`src/rtl/axil_pkg.sv`:
```
// Shared definitions for the AXI4-Lite register bank.
// Provides the response codes and the byte-strobe merge helper.
// strb_merge works on MAX_DATA_W-wide operands. Callers zero-extend
// their words into it and truncate the result back to their own width.
package axil_pkg;

    localparam logic [1:0] RESP_OKAY   = 2'b00;
    localparam logic [1:0] RESP_SLVERR = 2'b10;
    localparam logic [1:0] RESP_DECERR = 2'b11;

    localparam int MAX_DATA_W = 256;
    localparam int MAX_STRB_W = MAX_DATA_W / 8;

    // Byte k of the result comes from new_val when strb[k] is set,
    // otherwise from old_val.
    function automatic logic [MAX_DATA_W-1:0] strb_merge(
        input logic [MAX_DATA_W-1:0] old_val,
        input logic [MAX_DATA_W-1:0] new_val,
        input logic [MAX_STRB_W-1:0] strb
    );
        logic [MAX_DATA_W-1:0] res;
        res = old_val;
        for (int k = 0; k < MAX_STRB_W; k++) begin
            if (strb[k]) res[k*8 +: 8] = new_val[k*8 +: 8];
        end
        return res;
    endfunction

endpackage

```
`src/rtl/axil_regbank_slave_if.sv`:
```
// AXI4-Lite bus bundle for the register bank.
// It carries the AW, W, B, AR and R channels with word addresses.
// slave  : register-bank side (drives readies, B and R)
// master : requester side
interface axil_regbank_slave_if #(
    parameter int ADDR_W = 4,
    parameter int DATA_W = 8
);
    logic              awvalid;
    logic              awready;
    logic [ADDR_W-1:0] awaddr;
    logic              wvalid;
    logic              wready;
    logic [DATA_W-1:0] wdata;
    logic [DATA_W/8-1:0] wstrb;
    logic              bvalid;
    logic              bready;
    logic [1:0]        bresp;
    logic              arvalid;
    logic              arready;
    logic [ADDR_W-1:0] araddr;
    logic              rvalid;
    logic              rready;
    logic [DATA_W-1:0] rdata;
    logic [1:0]        rresp;

    modport slave (
        input  awvalid, awaddr, wvalid, wdata, wstrb, bready, arvalid, araddr, rready,
        output awready, wready, bvalid, bresp, arready, rvalid, rdata, rresp
    );

    modport master (
        output awvalid, awaddr, wvalid, wdata, wstrb, bready, arvalid, araddr, rready,
        input  awready, wready, bvalid, bresp, arready, rvalid, rdata, rresp
    );
endinterface

```
`src/rtl/axil_wr_join.sv`:
```
// Write-channel join for the AXI4-Lite register bank.
// AW and W each have a one-entry holding slot and may arrive in either order.
// Once both slots are full and no B response is pending, the block
// pulses commit for one cycle with the held address, data and strobes.
// It then raises bvalid, with the response the parent decoded for that
// address, and holds it until bready.
// Ports: clk/rst; AW (awvalid/awready/awaddr); W (wvalid/wready/wdata/wstrb);
//        B (bvalid/bready/bresp); commit strobe with commit_addr/data/strb,
//        and commit_resp as the parent's decode of commit_addr.
module axil_wr_join
    import axil_pkg::*;
#(
    parameter int ADDR_W = 4,
    parameter int DATA_W = 8
) (
    input  logic                clk,
    input  logic                rst,
    input  logic                awvalid,
    output logic                awready,
    input  logic [ADDR_W-1:0]   awaddr,
    input  logic                wvalid,
    output logic                wready,
    input  logic [DATA_W-1:0]   wdata,
    input  logic [DATA_W/8-1:0] wstrb,
    output logic                bvalid,
    input  logic                bready,
    output logic [1:0]          bresp,
    output logic                commit,
    output logic [ADDR_W-1:0]   commit_addr,
    output logic [DATA_W-1:0]   commit_data,
    output logic [DATA_W/8-1:0] commit_strb,
    input  logic [1:0]          commit_resp
);
    logic aw_full, w_full;

    assign awready = !aw_full;
    assign wready  = !w_full;
    // A pending B response blocks the next commit. The slots may still
    // fill, and their readies provide the backpressure.
    assign commit  = aw_full && w_full && !bvalid;

    always_ff @(posedge clk or posedge rst) begin
        if (rst) begin
            aw_full     <= 1'b0;
            w_full      <= 1'b0;
            bvalid      <= 1'b0;
            bresp       <= RESP_OKAY;
            commit_addr <= '0;
            commit_data <= '0;
            commit_strb <= '0;
        end else begin
            if (awvalid && awready) begin
                aw_full     <= 1'b1;
                commit_addr <= awaddr;
            end
            if (wvalid && wready) begin
                w_full      <= 1'b1;
                commit_data <= wdata;
                commit_strb <= wstrb;
            end
            // While commit is high both slots are full, so neither slot
            // can be accepting a handshake in the same cycle.
            if (commit) begin
                aw_full <= 1'b0;
                w_full  <= 1'b0;
                bvalid  <= 1'b1;
                bresp   <= commit_resp;
            end else if (bvalid && bready) begin
                bvalid  <= 1'b0;
            end
        end
    end
endmodule

```
`src/rtl/axil_regbank_slave.sv`:
```
// Parametrised AXI4-Lite slave register bank.
// It holds NUM_REGS words of DATA_W bits and supports byte-strobed writes.
// Words flagged in RO_MASK are read-only: reads return hw_status, writes get SLVERR.
// Addresses at or beyond NUM_REGS get DECERR on both reads and writes.
// Ports: clk, rst (async, active high); bus (AXI4-Lite slave modport);
//        reg_out  - flattened writable words, word i at [i*DATA_W +: DATA_W],
//                   read-only slots drive 0;
//        hw_status - flattened status words, used for read-only slots.
module axil_regbank_slave
    import axil_pkg::*;
#(
    parameter int                  ADDR_W    = 4,
    parameter int                  DATA_W    = 8,
    parameter int                  NUM_REGS  = 4,
    parameter logic [NUM_REGS-1:0] RO_MASK   = 4'b0010,
    parameter logic [DATA_W-1:0]   RESET_VAL = '0
) (
    input  logic                       clk,
    input  logic                       rst,
    axil_regbank_slave_if.slave        bus,
    output logic [NUM_REGS*DATA_W-1:0] reg_out,
    input  logic [NUM_REGS*DATA_W-1:0] hw_status
);
    localparam int STRB_W = DATA_W / 8;

    logic                commit;
    logic [ADDR_W-1:0]   c_addr;
    logic [DATA_W-1:0]   c_data;
    logic [STRB_W-1:0]   c_strb;
    logic [1:0]          c_resp;

    logic [NUM_REGS-1:0][DATA_W-1:0] words;
    logic [NUM_REGS-1:0][DATA_W-1:0] status;
    logic [NUM_REGS-1:0][DATA_W-1:0] rd_terms;
    logic [NUM_REGS-1:0]             wr_hit, rd_hit;
    logic [DATA_W-1:0]               rd_word;

    assign status = hw_status;

    axil_wr_join #(.ADDR_W(ADDR_W), .DATA_W(DATA_W)) u_wr_join (
        .clk         (clk),
        .rst         (rst),
        .awvalid     (bus.awvalid),
        .awready     (bus.awready),
        .awaddr      (bus.awaddr),
        .wvalid      (bus.wvalid),
        .wready      (bus.wready),
        .wdata       (bus.wdata),
        .wstrb       (bus.wstrb),
        .bvalid      (bus.bvalid),
        .bready      (bus.bready),
        .bresp       (bus.bresp),
        .commit      (commit),
        .commit_addr (c_addr),
        .commit_data (c_data),
        .commit_strb (c_strb),
        .commit_resp (c_resp)
    );

    // Decoding is done with a one-hot hit per implemented word. An
    // out-of-range address matches no word, so it needs no separate
    // range compare.
    for (genvar i = 0; i < NUM_REGS; i++) begin : g_word
        assign wr_hit[i]   = (c_addr == ADDR_W'(i));
        assign rd_hit[i]   = (bus.araddr == ADDR_W'(i));
        assign rd_terms[i] = rd_hit[i] ? (RO_MASK[i] ? status[i] : words[i]) : '0;
        assign reg_out[i*DATA_W +: DATA_W] = RO_MASK[i] ? '0 : words[i];

        if (RO_MASK[i]) begin : g_ro
            assign words[i] = '0;
        end else begin : g_rw
            logic [DATA_W-1:0] word_q;
            always_ff @(posedge clk or posedge rst) begin
                if (rst) begin
                    word_q <= RESET_VAL;
                end else if (commit && wr_hit[i]) begin
                    word_q <= DATA_W'(strb_merge(MAX_DATA_W'(word_q),
                                                 MAX_DATA_W'(c_data),
                                                 MAX_STRB_W'(c_strb)));
                end
            end
            assign words[i] = word_q;
        end
    end

    always_comb begin
        c_resp = RESP_OKAY;
        if (!(|wr_hit))                c_resp = RESP_DECERR;
        else if (|(wr_hit & RO_MASK))  c_resp = RESP_SLVERR;
    end

    always_comb begin
        rd_word = '0;
        for (int i = 0; i < NUM_REGS; i++) rd_word |= rd_terms[i];
    end

    // The read path takes one request at a time. rdata and rresp are
    // registered at the AR edge, so a read on the same edge as a commit
    // returns the pre-write value.
    assign bus.arready = !bus.rvalid;

    always_ff @(posedge clk or posedge rst) begin
        if (rst) begin
            bus.rvalid <= 1'b0;
            bus.rdata  <= '0;
            bus.rresp  <= RESP_OKAY;
        end else if (bus.arvalid && bus.arready) begin
            bus.rvalid <= 1'b1;
            bus.rdata  <= rd_word;
            bus.rresp  <= (|rd_hit) ? RESP_OKAY : RESP_DECERR;
        end else if (bus.rvalid && bus.rready) begin
            bus.rvalid <= 1'b0;
        end
    end
endmodule

```
`src/flat_wrapper.sv`:
```
// flat-port wrapper written by rule: the top's interface ports become plain ports
module axil_regbank_slave_flat import axil_pkg::*;
#(
    parameter int                  ADDR_W    = 4,
    parameter int                  DATA_W    = 8,
    parameter int                  NUM_REGS  = 4,
    parameter logic [NUM_REGS-1:0] RO_MASK   = 4'b0010,
    parameter logic [DATA_W-1:0]   RESET_VAL = '0
)
  (clk, rst, reg_out, hw_status, bus_awvalid, bus_awaddr, bus_wvalid, bus_wdata, bus_wstrb, bus_bready, bus_arvalid, bus_araddr, bus_rready, bus_awready, bus_wready, bus_bvalid, bus_bresp, bus_arready, bus_rvalid, bus_rdata, bus_rresp);
  axil_regbank_slave_if #(.ADDR_W(ADDR_W), .DATA_W(DATA_W)) bus_i ();
  input  logic clk;
  input  logic rst;
  output logic [NUM_REGS*DATA_W-1:0] reg_out;
  input  logic [NUM_REGS*DATA_W-1:0] hw_status;
  input wire logic [$bits(bus_i.awvalid)-1:0] bus_awvalid;
  input wire logic [$bits(bus_i.awaddr)-1:0] bus_awaddr;
  input wire logic [$bits(bus_i.wvalid)-1:0] bus_wvalid;
  input wire logic [$bits(bus_i.wdata)-1:0] bus_wdata;
  input wire logic [$bits(bus_i.wstrb)-1:0] bus_wstrb;
  input wire logic [$bits(bus_i.bready)-1:0] bus_bready;
  input wire logic [$bits(bus_i.arvalid)-1:0] bus_arvalid;
  input wire logic [$bits(bus_i.araddr)-1:0] bus_araddr;
  input wire logic [$bits(bus_i.rready)-1:0] bus_rready;
  output wire logic [$bits(bus_i.awready)-1:0] bus_awready;
  output wire logic [$bits(bus_i.wready)-1:0] bus_wready;
  output wire logic [$bits(bus_i.bvalid)-1:0] bus_bvalid;
  output wire logic [$bits(bus_i.bresp)-1:0] bus_bresp;
  output wire logic [$bits(bus_i.arready)-1:0] bus_arready;
  output wire logic [$bits(bus_i.rvalid)-1:0] bus_rvalid;
  output wire logic [$bits(bus_i.rdata)-1:0] bus_rdata;
  output wire logic [$bits(bus_i.rresp)-1:0] bus_rresp;
  assign bus_i.awvalid = bus_awvalid;
  assign bus_i.awaddr = bus_awaddr;
  assign bus_i.wvalid = bus_wvalid;
  assign bus_i.wdata = bus_wdata;
  assign bus_i.wstrb = bus_wstrb;
  assign bus_i.bready = bus_bready;
  assign bus_i.arvalid = bus_arvalid;
  assign bus_i.araddr = bus_araddr;
  assign bus_i.rready = bus_rready;
  assign bus_awready = bus_i.awready;
  assign bus_wready = bus_i.wready;
  assign bus_bvalid = bus_i.bvalid;
  assign bus_bresp = bus_i.bresp;
  assign bus_arready = bus_i.arready;
  assign bus_rvalid = bus_i.rvalid;
  assign bus_rdata = bus_i.rdata;
  assign bus_rresp = bus_i.rresp;
  axil_regbank_slave #(.ADDR_W(ADDR_W), .DATA_W(DATA_W), .NUM_REGS(NUM_REGS), .RO_MASK(RO_MASK), .RESET_VAL(RESET_VAL)) u_core (.clk(clk), .rst(rst), .bus(bus_i), .reg_out(reg_out), .hw_status(hw_status));
endmodule
```
`config.mk`:
```
export PLATFORM = sky130hd
export DESIGN_NAME = axil_regbank_slave_flat
export DESIGN_NICKNAME = d
export VERILOG_FILES = /design/src/rtl/axil_pkg.sv /design/src/rtl/axil_regbank_slave_if.sv /design/src/rtl/axil_wr_join.sv /design/src/rtl/axil_regbank_slave.sv /design/src/flat_wrapper.sv
export SDC_FILE = /design/constraint.sdc
export NUM_CORES = 1
export LEC_CHECK = 0
export ABC_AREA = 1
export CAP_MARGIN = 20
export CORE_ASPECT_RATIO = 1.25
export CORE_UTILIZATION = 32
export DETAILED_ROUTE_END_ITERATION = 8
export HOLD_SLACK_MARGIN = 0.12
export MAX_ROUTING_LAYER = met4
export PLACE_DENSITY_LB_ADDON = 0.08
export SLEW_MARGIN = 20
export SYNTH_ARGS = -nofsm -noshare
export SYNTH_HDL_FRONTEND = slang
export SYNTH_SLANG_ARGS = --single-unit
```
`constraint.sdc`:
```
create_clock -name clk -period 2.7 [get_ports clk]
set_input_delay 0.54 -clock clk [delete_from_list [all_inputs] [get_ports clk]]
set_output_delay 0.54 -clock clk [all_outputs]
set_load 0.02 [all_outputs]
```
==> results of run 1 <==
## cell type report
| cell class | instances | share of cell area, % |
|---|---|---|
| inverters | 22 | 2.48 |
| clock inverters | 2 | 0.300 |
| multi-input cells | 180 | 29.6 |
| clock buffers | 6 | 2.48 |
| well taps | 92 | 3.45 |
| repair buffers | 75 | 22.7 |
| flip-flops and latches | 52 | 39.1 |
## worst max-delay path, stage by stage (launching register included)
cell,delay [ps]
dfrtp_1,410
inv_2,80
clkdlybuf4s50_1,600
## synth_stat cells
cell / number
nand2_4: 3
buf_6: 3
nand3_1: 40
o21ai_1: 2
or2_4: 1
nor2_8: 1
mux2_1: 2
a21oi_1: 12
nand3_2: 1
nand2_1: 31
nor3_2: 2
nor2_2: 5
o21ai_0: 3
dfrtp_1: 52
buf_2: 5
buf_4: 9
conb_1: 1
inv_1: 14
nand2_2: 6
nor3_4: 1
nor2_1: 38
inv_2: 8
o21ai_2: 24
## registers in the layout (all words and copies together) (netlist names)
signal                        cells
u_core.g_word.g_rw.word_q        24
u_core.bus.rdata                  8
u_core.u_wr_join.commit_data      8
u_core.u_wr_join.commit_addr      4
u_core.u_wr_join.bresp            2
u_core.bus.rresp                  1
u_core.bus.rvalid                 1
u_core.u_wr_join.aw_full          1
u_core.u_wr_join.bvalid           1
u_core.u_wr_join.commit_strb      1
u_core.u_wr_join.w_full           1
## worst max-delay path by stage
stage,endpoint,slack (ps),depth (start not counted)
finish,bus_wready,770,2
floorplan,u_core.bus.rdata[0],900,1
global placement,u_core.bus.rdata[0],700,6
global route,bus_wready,710,2
detailed placement,u_core.bus.rdata[1],710,6
CTS,bus_arready,750,2
## power groups by stage
stage	Combinational, W	Clock, W	Sequential (W)
floorplan	0.000685	0	0.00151
global placement	0.00148	0	0.00132
detailed placement	0.00150	0	0.00132
CTS	0.00150	0.000485	0.00131
global route	0.00161	0.000510	0.00135
finish	0.00148	0.000459	0.00131
## routing by layer
metal	vias to the layer above	global-route usage, %
met3	5	3.55
li1	984	-
met1	885	19.5
met2	61	22.8
met5	-	-
met4	0	5.63
## logic make-up (layout without fill, tap and decap cells)
logic type / count (synthesis) / count (layout) / share of synthesized area (%)
AOI/OAI and AO/OA: 41 / 41 / 12.0
buffers and inverters: 39 / 105 / 8.46
muxes: 2 / 2 / 0.912
DFF: 52 / 52 / 52.7
and+or+nand+nor: 129 / 129 / 25.8
other: 1 / 8 / 0.152
## stage by stage
stage | total power, W | utilization (%)
after floorplan | 0.00220 | -
after CTS | 0.00329 | 45.0
after global placement | 0.00280 | 43.8
final | 0.00324 | 45.0
after global routing | 0.00347 | 45.0
after detailed placement | 0.00282 | 43.8
==> flow_summary.toml, run 1 <==
[timing]
slew_viol_final = 0
setup_slack_ps = 771
setup_tns_ps = 0
post-route-period-util_pct = 71.4
worst_clock_skew_ps = 10.8
timing.hold.ws_ps = 501
tightest_slew_ps = 641
fin_crit_ps = 1930
relSlewSlack_pct = 57.2
setup_viol = 0
rsz0062_at_grt = "no"
hold_viol = 0
max_freq_ghz = 0.519

[placed_design]
placed_cells = 421
dp_hpwl_microns = 3980
place.gp.congestion = 0.740
io_buffers = 72
place_area_sq_um = 3240
place_ws_ps = 714

[clock_tree]
numClockSinks = 52
clkLatencyLatePin_ps = 310
cts_buffers = 5
htreeDepth = 2
cts_buffer_depth = 2
clkTransAtPathRegs_ps = 90
clockRootBuffer = "clkbuf_8"
tritoncts = "built"
cts.repair.resized = 0
hold_buffers = 0
postCtsSetupBuffers = 0

[worst_setup_path]
reg2reg_setup_slack_ps = 1350
end_kind = "output pin"
path_max_fanout = 3
cp-start-kind = "flop"
crit_type = "flop to output pin"
worstPathArrival_ps = 1390
reg2reg_to = "u_core.bus.rdata[1]"
crit_required_ps = 2160
r2r-start = "u_core.bus.rvalid"
ff2ff_path_depth = 4
crit_start = "u_core.u_wr_join.w_full"

[layout]
design_area_sq_um = 3330
seqCellArea_sq_um = 1300
area_growth_syn_to_layout_pct = 35.0
multi_input_area_sq_um = 985
drive_above_1_share_pct = 19.0
antenna_cells = 0
final_cells = 429
final_cell_mix = "clkdlybuf4s50_1 (72), dfrtp_1 (52), nand3_1 (40)"
final_common_cell = "clkdlybuf4s50_1"
nets = 392
n_fill_cell = 764

[floorplanning]
io_pins = 105
rows = 35
core_area_sq_um = 7400
start_util_pct = 33.4
dieHeight_microns = 100
dieArea_sq_um = 8070
dieWidth_microns = 80.6

[grt]
grt_pass1_wl_microns = 9000
grt_overflow = 0
grt_use_total_pct = 15.1
antenna_found_initial = 0
grt_start_max_net_pins = 53
grt_pass1_vias = 1816

[power]
power.switching_w = 0.00130
p_seq_share_pct = 40.3
combPwrFrac_pct = 45.5
peakVddDrop_mv = 0.471
powerDensity_nw_per_um2 = 973
intPower_w = 0.00194
p_leak_nw = 1.54
clock_power_share_pct = 14.2
switching_share_pct = 40.2

[route]
dr.pass1.iters = 4
wl_per_cell_microns = 12.5
routed-wl-met2_microns = 2550
remaining_drc_errors = 0
highest_layer = "met4"
postRouteAntennaNets = 0
wl_microns = 5380
wl_met1_microns = 2470
avgViaCountPerCell = 4.51
vias = 1935
drt_iter0_markers = 96
met3_length_microns = 302

[logic_synthesis]
yosysUniqueCellTypes = 23
ys_warn_count = 0
syn_inst = 264
syn-mean-instance-area_sq_um = 9.35
syn_area_sq_um = 2470
synth_top_cell_area_share_pct = 52.7
yosysTopAreaCell = "dfrtp_1"
ys_top_cells_by_area = "dfrtp_1 (53%), o21ai_2 (8.5%), nand3_1 (8.1%), nor2_1 (5.8%), nand2_1 (4.7%)"
ys_seq_elements = 52
synth-seq-area-share_pct = 52.7

[flow_run]
max-cap-violations = 0

[outcome]
run_status = "finished clean"

[hold_path]
min_to = "u_core.u_wr_join.commit_addr[2]"
hp-class = "flop to flop"
min_from = "u_core.u_wr_join.commit_addr[2]"
min_path_cells = 1
Power figures use the tool's default switching activity.
==> run 2: changes to the inputs <==
==> constraint.sdc (replaced) <==
create_clock -name clk -period 1.9 [get_ports clk]
set_input_delay 0.38 -clock clk [delete_from_list [all_inputs] [get_ports clk]]
set_output_delay 0.38 -clock clk [all_outputs]
set_load 0.02 [all_outputs]
==> flow_summary.toml, run 2 (same netlist as run 1, synthesis figures left out) <==
[outcome]
run_status = "finished clean"

[layout]
nets = 393
drive_above_1_share_pct = 18.6
antenna_cells = 0
final_common_cell = "clkdlybuf4s50_1"
largest_reg_flops = 24
largest_registers = "u_core.g_word.g_rw.word_q (24), u_core.bus.rdata (8), u_core.u_wr_join.commit_data (8)"
final_cell_mix = "clkdlybuf4s50_1 (72), dfrtp_1 (52), nand3_1 (40)"
regMostFlops = "u_core.g_word.g_rw.word_q"
area_growth_syn_to_layout_pct = 35.7

[grt]
grt_start_max_net_pins = 53
grt_pass1_vias = 1837
grt_pass1_wl_microns = 9020
antenna_found_initial = 0
grt_overflow = 0
grt_use_total_pct = 15.0

[floorplanning]
dieArea_sq_um = 8070
dieHeight_microns = 100
dieWidth_microns = 80.6
io_pins = 105
core_area_sq_um = 7400
start_util_pct = 33.4
rows = 35

[flow_run]
max-cap-violations = 0

[timing]
slew_viol_final = 0
setup_viol = 0
setup_tns_ps = 0
hold_viol = 0
rsz0062_at_grt = "no"
post-route-period-util_pct = 92.4
worst_clock_skew_ps = 10.4
max_freq_ghz = 0.569
setup_slack_ps = 144
fin_crit_ps = 1760

[worst_setup_path]
crit_type = "flop to output pin"
crit_slowest_cell = "clkdlybuf4s50_1"
cp_cell_sequence = "inv_1, clkdlybuf4s50_1"
reg2reg_to = "u_core.g_word[0].g_rw.word_q[2]"
crit_required_ps = 1520
reg2reg_setup_slack_ps = 610
worstPathArrival_ps = 1380
end_kind = "output pin"
path_max_fanout = 3
r2r-start = "u_core.u_wr_join.bvalid"
crit_start = "u_core.bus.rvalid"
cp-start-kind = "flop"
ff2ff_path_depth = 6
endpoint = "bus_arready"
critPathMaxStageDelay_ps = 590

[route]
vias = 1962
remaining_drc_errors = 0
avgViaCountPerCell = 4.56
wl_microns = 5420
wl_per_cell_microns = 12.6
drt_iter0_markers = 103
dr.pass1.iters = 4
postRouteAntennaNets = 0

[placed_design]
place_ws_ps = 205
io_buffers = 72
dp_hpwl_microns = 4010
place.gp.congestion = 0.743

[clock_tree]
postCtsSetupBuffers = 0
numClockSinks = 52
clockRootBuffer = "clkbuf_8"
htreeDepth = 2
cts_buffers = 5
clkLatencyLatePin_ps = 300
clkTransAtPathRegs_ps = 90
hold_buffers = 0
cts.repair.resized = 0
tritoncts = "built"
cts_buffer_depth = 2

[power]
peakVddDrop_mv = 0.626
p_leak_nw = 1.54
powerDensity_nw_per_um2 = 1370

[hold_path]
hp-class = "input port to asynchronous set/reset pin"
==> run 2: cell count changes in the layout (fill, tap and decap cells not counted), sizes merged <==
cell	before	now
clkbuf	6	8
clkinv	2	0
buf	3	4
==> run 2: worst max-delay path: cells and delay by family, from the launching register on <==
kind                   cells  cell delay [ps]
buffers and inverters      2              660
DFF                        1              410
==> run 2: per-layer routing <==
| metal | share of wire [%] | global-route usage (%) | wire length, microns |
|---|---|---|---|
| met3 | 6.8 | 3.64 | 367 |
| met4 | 1.3 | 5.22 | 73 |
| met1 | 44 | 19.0 | 2410 |
| met5 | 0 | - | 0 |
| met2 | 47 | 23.3 | 2570 |
==> run 2: power breakdown <==
part           switching [W]  total, W  internal, W
Combinational        0.00117   0.00211     0.000937
Sequential          0.000311   0.00185      0.00154
Clock               0.000350  0.000648     0.000298
Total                0.00183   0.00460      0.00277
==> run 2: worst min path at each step <==
stage | end | depth (start not counted)
detailed placement | u_core.u_wr_join.commit_addr[3] | 1
global placement | u_core.u_wr_join.commit_addr[3] | 1
global route | u_core.bus.rvalid | 3
CTS | u_core.bus.rvalid | 3
finish | u_core.bus.rvalid | 3
floorplan | u_core.u_wr_join.commit_addr[3] | 1
==> run 2: through the flow <==
stage	cells	instance area [sq um]	hold WS, ps	util (%)	total power [W]
final	430	3350	415	45.3	0.00460
after global routing	430	3350	479	45.3	0.00493
after CTS	430	3350	438	45.3	0.00468
after detailed placement	422	3260	483	44.0	0.00402
after global placement	422	3260	480	44.0	0.00398
after floorplan	271	2490	466	-	0.00312
==> run 2: final cells by class <==
class,instances,area [sq um]
Timing Repair Buffer,76,776
Sequential cell,52,1300
Multi-Input combinational cell,180,985
Fill cell,753,4050
Inverter,22,82.6
Tap cell,92,115
Clock buffer,8,90.1
==> run 3: changes to the inputs <==
--- a/config.mk
+++ b/config.mk
@@ -13,6 +13,7 @@
 export HOLD_SLACK_MARGIN = 0.12
 export MAX_ROUTING_LAYER = met4
 export PLACE_DENSITY_LB_ADDON = 0.08
+export REMOVE_ABC_BUFFERS = 1
 export SLEW_MARGIN = 20
 export SYNTH_ARGS = -nofsm -noshare
 export SYNTH_HDL_FRONTEND = slang
==> flow_summary.toml, run 3 (same netlist as run 1, synthesis figures left out) <==
[timing]
fin_crit_ps = 1750
rsz0062_at_grt = "no"
setup_viol = 0
tightest_slew_ps = 508
hold_viol = 0
setup_slack_ps = 148
worst_clock_skew_ps = 6.78
max_freq_ghz = 0.571
relSlewSlack_pct = 66.1
setup_tns_ps = 0
slew_viol_final = 0
post-route-period-util_pct = 92.2

[worst_setup_path]
r2r-start = "u_core.u_wr_join.commit_addr[2]"
path_max_fanout = 3
critPathMaxStageDelay_ps = 590
critical-path-top-delay-family = "buffers and inverters"
worstPathArrival_ps = 1370
cp.buffers_inverters = 2
crit_start = "u_core.u_wr_join.aw_full"
crit_required_ps = 1520
cp-start-kind = "flop"
cp_cell_sequence = "inv_2, clkdlybuf4s50_1"
crit_type = "flop to output pin"
crit_slowest_cell = "clkdlybuf4s50_1"
end_kind = "output pin"

[power]
peakVddDrop_mv = 0.635
p_leak_nw = 1.55
powerDensity_nw_per_um2 = 1360

[layout]
nets = 396
final_common_cell = "clkdlybuf4s50_1"
design_area_sq_um = 3370
area_growth_syn_to_layout_pct = 36.6
largest_registers = "u_core.g_word.g_rw.word_q (24), u_core.bus.rdata (8), u_core.u_wr_join.commit_data (8)"
drive_above_1_share_pct = 19.4
final_cell_mix = "clkdlybuf4s50_1 (72), dfrtp_1 (52), nand3_1 (40)"
antenna_cells = 0
regMostFlops = "u_core.g_word.g_rw.word_q"
largest_reg_flops = 24

[placed_design]
place_area_sq_um = 3280
place.gp.congestion = 0.715
dp_hpwl_microns = 4010
place_ws_ps = 130
io_buffers = 72

[grt]
grt_use_total_pct = 16.1
antenna_found_initial = 0
grt_overflow = 0
grt_pass1_vias = 1890
grt_pass1_wl_microns = 9470
grt_start_max_net_pins = 53

[route]
wl_microns = 5840
postRouteAntennaNets = 0
drt_iter0_markers = 86
wl_per_cell_microns = 13.5
remaining_drc_errors = 0
avgViaCountPerCell = 4.48
vias = 1940
dr.pass1.iters = 4

[floorplanning]
start_util_pct = 33.4
rows = 35
dieArea_sq_um = 8070
dieWidth_microns = 80.6
dieHeight_microns = 100
core_area_sq_um = 7400
io_pins = 105

[clock_tree]
cts_buffers = 5
clkLatencyLatePin_ps = 300
numClockSinks = 52
htreeDepth = 2
cts_buffer_depth = 2
tritoncts = "built"
clockRootBuffer = "clkbuf_8"
cts.repair.resized = 0
hold_buffers = 0
postCtsSetupBuffers = 0
clkTransAtPathRegs_ps = 90

[flow_run]
max-cap-violations = 0

[hold_path]
hp-class = "input port to asynchronous set/reset pin"

[outcome]
run_status = "finished clean"
-- run 3: metal layers --
metal	GRT usage, %	part of all wire, %
met1	20.6	45
met2	25.7	49
met3	3.73	5.1
met4	3.71	1.0
met5	-	0
-- run 3: through the flow --
| stage | power [W] | cells | utilization (%) | hold WS (ps) |
|---|---|---|---|---|
| final | 0.00460 | 433 | 45.6 | 439 |
| after floorplan | 0.00308 | 254 | - | 466 |
| after detailed placement | 0.00402 | 425 | 44.3 | 482 |
| after CTS | 0.00467 | 433 | 45.6 | 455 |
| after global routing | 0.00495 | 433 | 45.6 | 455 |
| after global placement | 0.00399 | 425 | 44.3 | 477 |
-- run 3: report_power, final --
group          total [W]  switching [W]  internal [W]
registers        0.00183       0.000295       0.00154
logic            0.00212        0.00118      0.000941
clock network   0.000639       0.000341      0.000298
-- run 3: worst register-to-register path, delay by kind of cell, from the launching register on --
family	cells	cell delay (ps)
AOI/OAI and AO/OA	1	50
DFF	1	390
and+or+nand+nor	4	770
-- run 3: path summary, 6_finish.rpt --
check,cells past startpoint,slack (ps),endpoint
worst min-delay path,3,440,u_core.u_wr_join.bvalid
min in group clk,1,500,u_core.u_wr_join.commit_addr[3]
worst max-delay path,2,150,bus_awready
max in group asynchronous,3,1210,u_core.bus.rdata[7]
worst max register to register,5,580,u_core.g_word[3].g_rw.word_q[4]
worst min register to register,1,500,u_core.u_wr_join.commit_addr[3]
-- run 3: cell type report --
| cell class | count | area (sq um) |
|---|---|---|
| Clock buffer | 8 | 90.1 |
| Multi-Input combinational cell | 180 | 985 |
| Timing Repair Buffer | 79 | 798 |
| Fill cell | 769 | 4030 |
| Inverter | 22 | 82.6 |
| Sequential cell | 52 | 1300 |
| Tap cell | 92 | 115 |
